===== src/rtl/disp_hole_fill.sv =====
// Post-LRCC disparity hole filler: replaces rejected pixels with the last valid
// disparity on the same line (bounded gap) and tags line/frame boundaries.
module disp_hole_fill #(
  parameter int D       = 64,
  parameter int M       = 450,
  parameter int ROWS    = 375,
  parameter int INV     = 0,
  parameter int MAX_GAP = 16,
  localparam int DBIT   = $clog2(D),
  localparam int GBIT   = $clog2(MAX_GAP + 1),
  localparam int CBIT   = $clog2(M + 1),
  localparam int RBIT   = $clog2(ROWS + 1)
) (
  input  logic            i_clk,
  input  logic            i_rst,
  input  logic            i_dval,
  input  logic [DBIT-1:0] i_data,
  input  logic            i_fill_en,
  output logic            o_dval,
  output logic [DBIT-1:0] o_data,
  output logic            o_filled,
  output logic            o_sol,
  output logic            o_eol,
  output logic            o_sof,
  output logic            o_eof
);

  logic [CBIT-1:0] col_r;
  logic [RBIT-1:0] row_r;
  logic [DBIT-1:0] last_valid_r;
  logic            have_valid_r;
  logic [GBIT-1:0] gap_cnt_r;

  logic            line_start_s;
  logic            col_last_s;
  logic            row_last_s;
  logic            is_hole_s;
  logic            have_valid_s;
  logic [GBIT-1:0] gap_eff_s;
  logic [GBIT-1:0] gap_next_s;
  logic            fill_s;
  logic [DBIT-1:0] data_s;
  logic [CBIT-1:0] col_next_s;
  logic [RBIT-1:0] row_next_s;

  // Per-pixel fill decision and position advance
  always_comb begin
    line_start_s = (col_r == CBIT'(0));
    col_last_s   = (col_r == CBIT'(M - 1));
    row_last_s   = (row_r == RBIT'(ROWS - 1));
    is_hole_s    = (i_data == DBIT'(INV));
    // Fill state is treated as cleared at column 0 so nothing leaks across lines
    have_valid_s = line_start_s ? 1'b0 : have_valid_r;
    gap_eff_s    = line_start_s ? GBIT'(0) : gap_cnt_r;
    if (gap_eff_s == GBIT'(MAX_GAP + 1)) begin
      gap_next_s = gap_eff_s;
    end else begin
      gap_next_s = gap_eff_s + GBIT'(1);
    end
    fill_s = i_fill_en & have_valid_s & is_hole_s & (gap_next_s <= GBIT'(MAX_GAP));
    // An unfilled hole already carries INV, so passing i_data covers both cases
    data_s = fill_s ? last_valid_r : i_data;
    if (col_last_s) begin
      col_next_s = CBIT'(0);
      row_next_s = row_last_s ? RBIT'(0) : row_r + RBIT'(1);
    end else begin
      col_next_s = col_r + CBIT'(1);
      row_next_s = row_r;
    end
  end

  // State and registered outputs; only o_dval moves on idle cycles
  always_ff @(posedge i_clk) begin
    if (i_rst) begin
      col_r        <= CBIT'(0);
      row_r        <= RBIT'(0);
      last_valid_r <= DBIT'(INV);
      have_valid_r <= 1'b0;
      gap_cnt_r    <= GBIT'(0);
      o_dval       <= 1'b0;
      o_data       <= DBIT'(0);
      o_filled     <= 1'b0;
      o_sol        <= 1'b0;
      o_eol        <= 1'b0;
      o_sof        <= 1'b0;
      o_eof        <= 1'b0;
    end else begin
      o_dval <= i_dval;
      if (i_dval) begin
        o_data   <= data_s;
        o_filled <= fill_s;
        o_sol    <= line_start_s;
        o_eol    <= col_last_s;
        o_sof    <= line_start_s & (row_r == RBIT'(0));
        o_eof    <= col_last_s & row_last_s;
        col_r    <= col_next_s;
        row_r    <= row_next_s;
        if (is_hole_s) begin
          have_valid_r <= have_valid_s;
          gap_cnt_r    <= gap_next_s;
        end else begin
          last_valid_r <= i_data;
          have_valid_r <= 1'b1;
          gap_cnt_r    <= GBIT'(0);
        end
      end
    end
  end

endmodule


===== config.mk =====
export PLATFORM = sky130hd
export DESIGN_NAME = disp_hole_fill
export DESIGN_NICKNAME = d
export VERILOG_FILES = /design/src/rtl/disp_hole_fill.sv
export SDC_FILE = /design/constraint.sdc
export NUM_CORES = 1
export LEC_CHECK = 0
export ABC_CLOCK_PERIOD_IN_PS = 7900
export CAP_MARGIN = 0
export CORE_AREA = 3 3 65 73
export DETAILED_ROUTE_END_ITERATION = 10
export DIE_AREA = 0 0 68 76
export PLACE_DENSITY = 0.83
export SETUP_SLACK_MARGIN = 0.5
export SLEW_MARGIN = 20
export SYNTH_ARGS = -nofsm -noshare
export SYNTH_HDL_FRONTEND = slang
export SYNTH_SLANG_ARGS = --single-unit

===== constraint.sdc =====
create_clock -name i_clk -period 7.9 [get_ports i_clk]
set_clock_uncertainty 0.2 [all_clocks]
set_input_delay 1.58 -clock i_clk [delete_from_list [all_inputs] [get_ports i_clk]]
set_output_delay 1.58 -clock i_clk [all_outputs]
set_load 0.03 [all_outputs]

=== Word-level counts from Yosys, hierarchy flattened ===
Index checks and enable logic that the tools add are counted.

* Bitwise gates (word level): 6
* Reduce and logical (&&, ||, !) cells: 5
* Multiplexer cells: 8
* Order comparisons: 1
* Add/sub/neg operators: 3
* Equal/unequal tests: 3

{| class="wikitable"
|+ Operators with widths
! operator !! number
|-
| $add 9x1->9 const B || 2
|-
| $eq 9x9->1 const B || 2
|-
| $logic_not 9->1 || 2
|-
| $mux 9 || 2
|-
| $mux 5 || 3
|-
| $logic_not 6->1 || 1
|-
| $mux 6 || 1
|-
| $add 5x1->5 const B || 1
|-
| $and 1x1->1 || 5
|-
| $eq 5x5->1 const B || 1
|-
| $le 5x5->1 const B || 1
|-
| $reduce_and 2->1 || 2
|-
| $mux 1 || 2
|-
| $not 1->1 || 1
|}

* Output and inout bits: 12
* Logic and storage cells: 38
* Register bits: 42

=== Logic depth before layout (Yosys ltp) ===
Gate-level depths: netlist of the first run.

* Depth after elaboration: 7
* Depth in mapped cells: 12
* Mapped depth without buffers: 12

=== Worst setup path before layout of the first run ===
Ideal clock, no wire load.

* Path type: input -> register
* Start point: input port i_data[0]
* End point: register o_data[0]
* Path slack: 4661 ps
* Cell stages on the path: 5
* Setup time: 86 ps
* Arrival: 2953 ps
* Path through: nor4_1 o211ai_1 a2111oi_0 a21oi_1 a211oi_1

* Longest elaborated chain between the ends: 4

{| class="wikitable"
|+ RTL lines
! element !! line !! text
|-
| start: declaration || 17 || <nowiki>input logic [DBIT-1:0] i_data,</nowiki>
|-
| $logic_not 6->1 || 51 || <nowiki>is_hole_s = (i_data == DBIT'(INV));</nowiki>
|-
| $and 1x1->1 (2 in series) || 60 || <nowiki>fill_s = i_fill_en & have_valid_s & is_hole_s & (gap_next_s <= GBIT'(MAX_GAP));</nowiki>
|-
| $mux 6 * || 62 || <nowiki>data_s = fill_s ? last_valid_r : i_data;</nowiki>
|-
| end signal: assignment || 90 || <nowiki>o_data <= data_s;</nowiki>
|-
| end: declaration || 20 || <nowiki>output logic [DBIT-1:0] o_data,</nowiki>
|}

Every way passes the cells marked *; elsewhere a longest branch is shown, timed or not.
A chain may end at the register's enable or synchronous reset.

=== Final worst setup path of the first run ===
* Start point: input port i_dval
* End point: register row_r[8]

* Longest elaborated chain between the ends: 1

{| class="wikitable"
|+ RTL lines
! element !! line !! text
|-
| start: declaration || 16 || <nowiki>input logic i_dval,</nowiki>
|-
| $reduce_and 2->1 (no line) || n/a ||
|-
| end signal: assignment || 97 || <nowiki>row_r <= row_next_s;</nowiki>
|-
| end: declaration || 29 || <nowiki>logic [RBIT-1:0] row_r;</nowiki>
|}

No other way between the ends.

==> metrics.md, run 1 <==
| Metric | Value |
|---|---|
| Top_reg_cell synth | dfxtp_1 |
| Die Width | 68 um |
| Beginning of the critical path | i_dval |
| I/O pins | 22 |
| Drt first pass iters | 6 |
| Via Count | 1757 |
| Setup violators final | 0 |
| WL/cell | 13.3 um |
| Yosys reg bits | 42 |
| Final min period | 3.77 ns |
| Ys Warns | 0 |
| Crit path to | row_r[8] |
| Placed insts | 307 |
| Antenna Violating Nets Remaining | 0 |
| Clock latency on the worst-skew pair | 0.30 ns |
| CTS Hold Bufs | 0 |
| Gate Count Post-Synth | 246 |
| Static leakage | 0.000864 uW |
| Grt ovf | 0 |
| Setup TNS Final | 0 ns |
| All-Layer GR Usage | 0.174 |
| Peak supply drop | 0.000150 V |
| Layout cells sized above 1 | 0.0494 |
| Worst-path clk slew | 0.08 ns |
| RSZ-0062 raised after global routing | no |
| CTS Buffer Depth | 2 |
| H-tree depth | 2 |
| Diode count | 0 |
| Netlist Area Pre-Place | 2030 um^2 |
| Die height | 76 um |
| Clk sink count | 42 |
| Global-route wire length before repair | 7280 um |
| Worst EP required | 7.88 ns |
| Slew Viols, Final | 0 |
| DR DRC count | 0 |
| Starting Density | 0.504 |
| Final Hold Violating Endpoints | 0 |
| Max-Cap Viols | 0 |
| Final std cells w/o fill | 315 |
| Rel. slew slack | 0.353 |
| Post-CTS Setup Repair Bufs | 0 |
| CTS tree | yes |
| Fmax | 265 MHz |
| CP Max Fanout | 27 |
| CTS Root Cell | clkbuf_8 |
| Initial drt markers | 78 |
| Final #Nets | 280 |
| R2r startpoint | col_r[0] |
| Worst R2R Path Depth | 11 |
| Avg Cell Area, Syn | 8.24 um^2 |
| Final hold slack | 0.258 ns |
| Worst Setup End Kind | flip-flop |
| Vias per cell | 5.58 |
| GP Congestion | 0.865 |
| Final Cycle Share | 0.477 |
| Buffers on Ports | 21 |
| # rows | 24 |
| R2r setup slk | 4.37 ns |
| Via count of the first global-routing pass | 1617 |
| Final WL | 4180 um |
| EDFF count, synth | 0 |
| PD cells | 175 nW/um^2 |
| FF-to-FF End | o_data[2] |
| Ys async rst share | 0 |
| HP Class | flip-flop to flip-flop |
| Area Overhead vs Synth | 15.7% |
| CTS buffer count | 5 |
| Core area | 4020 um^2 |
| Syn Nets | 264 |
| Register area share after synthesis | 0.415 |
| Die footprint | 5170 um^2 |
| CTS resizes | 0 |
| Distinct cells, synth | 39 |
| CP arrival | 3.75 ns |
| Initial antenna violation count | 0 |
| Outcome | completed |
| Final HPWL DP | 2950 um |
| Pin count of the biggest net entering global routing | 29 |
| Worst Tran Pin Value | 0.967 ns |
| Critical path class | input port to flip-flop |
| Critical Path Start Type | input port |
## where the power goes
group	switching, uW	total, uW	internal (uW)
Combinational	28.8	48.8	20.0
Sequential	4.96	223	218
Clock	76.3	139	63.1
Total	110	412	302
## kinds of logic (layout without fill, tap and decap cells)
| family | count (synthesis) | count (layout) | share of synthesized area |
|---|---|---|---|
| AND/OR/NAND/NOR | 106 | 106 | 0.265 |
| flip-flops | 42 | 42 | 0.415 |
| adder cells (fa/ha/maj) | 8 | 8 | 0.0494 |
| multiplexers | 1 | 1 | 0.00494 |
| buffers and inverters | 27 | 44 | 0.0543 |
| XOR/XNOR | 17 | 17 | 0.0734 |
| AO/OA/AOI/OAI | 45 | 45 | 0.138 |
## synth_stat cells, types with 2 or more instances
cell      instances  area share
inv_1            14       0.026
clkbuf_1         10       0.019
a211oi_1          7       0.026
o211ai_1          2      0.0074
nand4_1           7       0.022
xnor2_1           7       0.030
dfxtp_1          42        0.41
nor4b_1           3       0.013
nand2_1          30       0.056
and2_1            2      0.0062
nor3_1            3      0.0074
nand3_1           5       0.012
or3_1             8       0.025
and3_1            3      0.0093
nand2b_1          2      0.0062
ha_1              8       0.049
o21ai_0           9       0.022
nor4_1            6       0.019
nor2_1           30       0.056
xor2_1           10       0.043
a22oi_1           5       0.019
a21oi_1          16       0.039
## how the worst min path moves through the flow
stage                 endpoint       startpoint  slack, ns  depth (start not counted)
6_report       last_valid_r[0]  last_valid_r[0]       0.26                          2
5_1_grt        last_valid_r[2]  last_valid_r[2]       0.29                          2
4_1_cts        last_valid_r[0]  last_valid_r[0]       0.26                          2
3_5_place_dp   last_valid_r[0]  last_valid_r[0]       0.25                          2
3_3_place_gp   last_valid_r[4]  last_valid_r[4]       0.24                          2
2_1_floorplan  last_valid_r[0]  last_valid_r[0]       0.23                          2
## worst max-delay path, stage by stage
cell	delay, ns
clkdlybuf4s50_1	0.45
buf_4	0.27
inv_1	0.34
or3_1	0.59
nor4_4	0.30
xnor2_1	0.16
nor2_2	0.04
## registers in the layout, indices dropped and copies added, names as in the netlist
name,flops
col_r,9
gap_cnt_r,5
have_valid_r,1
last_valid_r,6
o_data,6
o_dval,1
o_eof,1
o_eol,1
o_filled,1
o_sof,1
o_sol,1
row_r,9
## cell usage in the layout, fill, tap and decap left out, types with 2 or more instances in the layout
cell type	n
o21ai_0	9
a211oi_1	7
ha_1	8
or3_1	8
nand3_1	5
dfxtp_1	42
nand2b_1	2
nand2_1	30
xnor2_1	7
nor2_1	30
a21oi_1	16
and2_1	2
inv_1	14
nand4_1	7
nor4b_1	3
a22oi_1	5
nor4_1	6
clkbuf_8	5
and3_1	3
clkdlybuf4s50_1	21
nor3_1	3
o211ai_1	2
xor2_1	10
clkinvlp_4	2
## per-stage QoR
stage | utilization | cell area (um^2) | power (uW) | setup slack (ns)
global placement | 0.560 | 2250 | 276 | 3.86
CTS | 0.583 | 2350 | 417 | 4.15
finish | 0.583 | 2350 | 412 | 4.13
floorplan | - | 2030 | 258 | 4.66
detailed placement | 0.560 | 2250 | 277 | 3.82
global route | 0.583 | 2350 | 430 | 3.90
## metal layers
| metal | part of all wire | vias up | GRT usage |
|---|---|---|---|
| met4 | 0.011 | 0 | 0.0596 |
| met2 | 0.48 | 40 | 0.271 |
| met1 | 0.47 | 831 | 0.234 |
| met3 | 0.040 | 5 | 0.0354 |
| li1 | - | 881 | - |
| met5 | 0 | - | 0 |
## layout make-up
class                   instances  area (um^2)
well taps                      52         65.1
repair buffers                 22          218
fillers                       372         1680
flip-flops and latches         42          841
multi-input cells             177         1080
clock buffers                   5         68.8
clock inverters                 3         23.8
inverters                      14         52.6
No activity file was read; power rests on OpenSTA's default activity.
==> run 2, diff against run 1 <==
- ABC_CLOCK_PERIOD_IN_PS: 7900 -> 3800
- clock period: 7.9 -> 3.8 ns (I/O delays scaled with it)
==> run 2 against run 1 <==
Compared with the run above: sequential power grew 110%; count of clock-buffer cells in the layout unchanged; die area stayed put; critical path type is now flip-flop to flip-flop; total power rose by 120%; largest cell class unchanged; cell area rose by 3.2%; sequential share of layout area down 1.1 points.
==> metrics.md, run 2 (synthesis gave the netlist of run 1 again) <==
| Metric | Value |
|---|---|
| Outcome | completed |
| Fmax | 324 MHz |
| Peak supply drop | 0.000283 V |
| Critical Path Start Type | flip-flop |
| RSZ-0062 raised after global routing | no |
| DP Worst Slack | 0.526 ns |
| Pin count of the biggest net entering global routing | 27 |
| Rel. slew slack | 0.568 |
| Clock power share | 0.380 |
| Critical path class | flip-flop to flip-flop |
| DR DRC count | 0 |
| Biggest regs | col_r x9, row_r x9 |
| CTS buffer count | 5 |
| Antenna Violating Nets Remaining | 0 |
| Layout cells sized above 1 | 0.0714 |
| Final min period | 3.09 ns |
| # rows | 24 |
| Slew Viols, Final | 0 |
| Initial antenna violation count | 0 |
| Core area | 4020 um^2 |
| Final HPWL DP | 3010 um |
| Final Hold Violating Endpoints | 0 |
| Final WL | 4390 um |
| Worst EP required | 3.81 ns |
| Setup TNS Final | 0 ns |
| Combinational share of power | 0.116 |
| Commonest non-fill, non-tap cells in the layout | 41 x dfxtp_1, 30 x nand2_1, 30 x nor2_1 |
| Setup violators final | 0 |
| Worst Tran Pin Value | 0.645 ns |
| Final Cycle Share | 0.812 |
| CTS Root Cell | clkbuf_8 |
| Fin worst setup slack | 0.715 ns |
| Max-Cap Viols | 0 |
| Worst-path clk slew | 0.08 ns |
| CTS Buffer Depth | 2 |
| Sequential share of power | 0.504 |
| I/O pins | 22 |
| Vias per cell | 5.56 |
| Static leakage | 0.000890 uW |
| Initial drt markers | 58 |
| Die Width | 68 um |
| Grt ovf | 0 |
| Via count of the first global-routing pass | 1649 |
| Post-CTS Setup Repair Bufs | 0 |
| HP Class | flip-flop to flip-flop |
| Sw Share | 0.247 |
| Final hold slack | 0.256 ns |
| Diode count | 0 |
| All-Layer GR Usage | 0.181 |
| Via Count | 1767 |
| CTS tree | yes |
| Die footprint | 5170 um^2 |
| Final #Nets | 283 |
| CP arrival | 3.09 ns |
| PD cells | 381 nW/um^2 |
| Worst Setup End Kind | flip-flop |
| Die height | 76 um |
| GP Congestion | 0.875 |
| Clk sink count | 42 |
| H-tree depth | 2 |
| Most common cell after layout, fill and taps aside | dfxtp_1 |
| Tot Pwr | 922 uW |
| Sw Pwr | 227 uW |
| Cell Int Power | 695 uW |
| Area Overhead vs Synth | 19.4% |
| Starting Density | 0.504 |
| Drt first pass iters | 4 |
| WL/cell | 13.8 um |
| Global-route wire length before repair | 7460 um |
| CP Max Fanout | 7 |
| Buffers on Ports | 21 |
| Clock latency on the worst-skew pair | 0.30 ns |
-- run 2: layer usage --
layer,up-vias,track usage,wire (um)
met2,47,0.263,2080
met1,818,0.255,2010
li1,891,-,-
met5,-,0,0
met4,0,0.0716,85
met3,11,0.0413,218
-- run 2: cell type report --
cell class | instances | area, um^2
Fill cell | 367 | 1600
Multi-Input combinational cell | 177 | 1110
Sequential cell | 42 | 842
Timing Repair Buffer | 25 | 240
Clock buffer | 5 | 68.8
Tap cell | 52 | 65.1
Inverter | 14 | 52.6
Clock inverter | 3 | 45.0
-- run 2: through the flow --
step                      instance area [um^2]  utilization  std cells
after global routing                      2420        0.602        318
after global placement                    2280        0.566        310
final                                     2420        0.602        318
after floorplan                           2030            -        246
after detailed placement                  2280        0.566        310
after CTS                                 2390        0.595        318
-- run 2: repair_timing --
action,CTS,global route
setup endpoints to repair,1,7
hold buffers,0,0
gates resized for setup,2,4
pin swaps,1,2
-- run 2: worst max-delay path, stage by stage, from the launching register on --
cell,delay [ns]
dfxtp_1,0.37
inv_1,0.10
ha_1,0.15
or4b_2,0.62
nor2_1,0.16
nor2_1,0.08
ha_1,0.19
and3b_1,0.20
o31a_1,0.27
a2111oi_4,0.26
a21oi_4,0.14
a211oi_1,0.26
-- run 2: power groups by stage --
stage          Sequential, uW  Clock, uW  Combinational [uW]
2_1_floorplan             487          0                49.7
3_3_place_gp              474          0                 103
3_5_place_dp              474          0                 104
4_1_cts                   464        358                 106
5_1_grt                   467        374                 118
6_report                  465        350                 107
-- run 2: worst paths after layout --
path / start / to / slack (ns) / depth (start not counted)
max reg2reg: col_r[1] / o_data[4] / 0.71 / 11
max: col_r[1] / o_data[4] / 0.71 / 11
min reg2reg: last_valid_r[0] / last_valid_r[0] / 0.26 / 2
min: last_valid_r[0] / last_valid_r[0] / 0.26 / 2
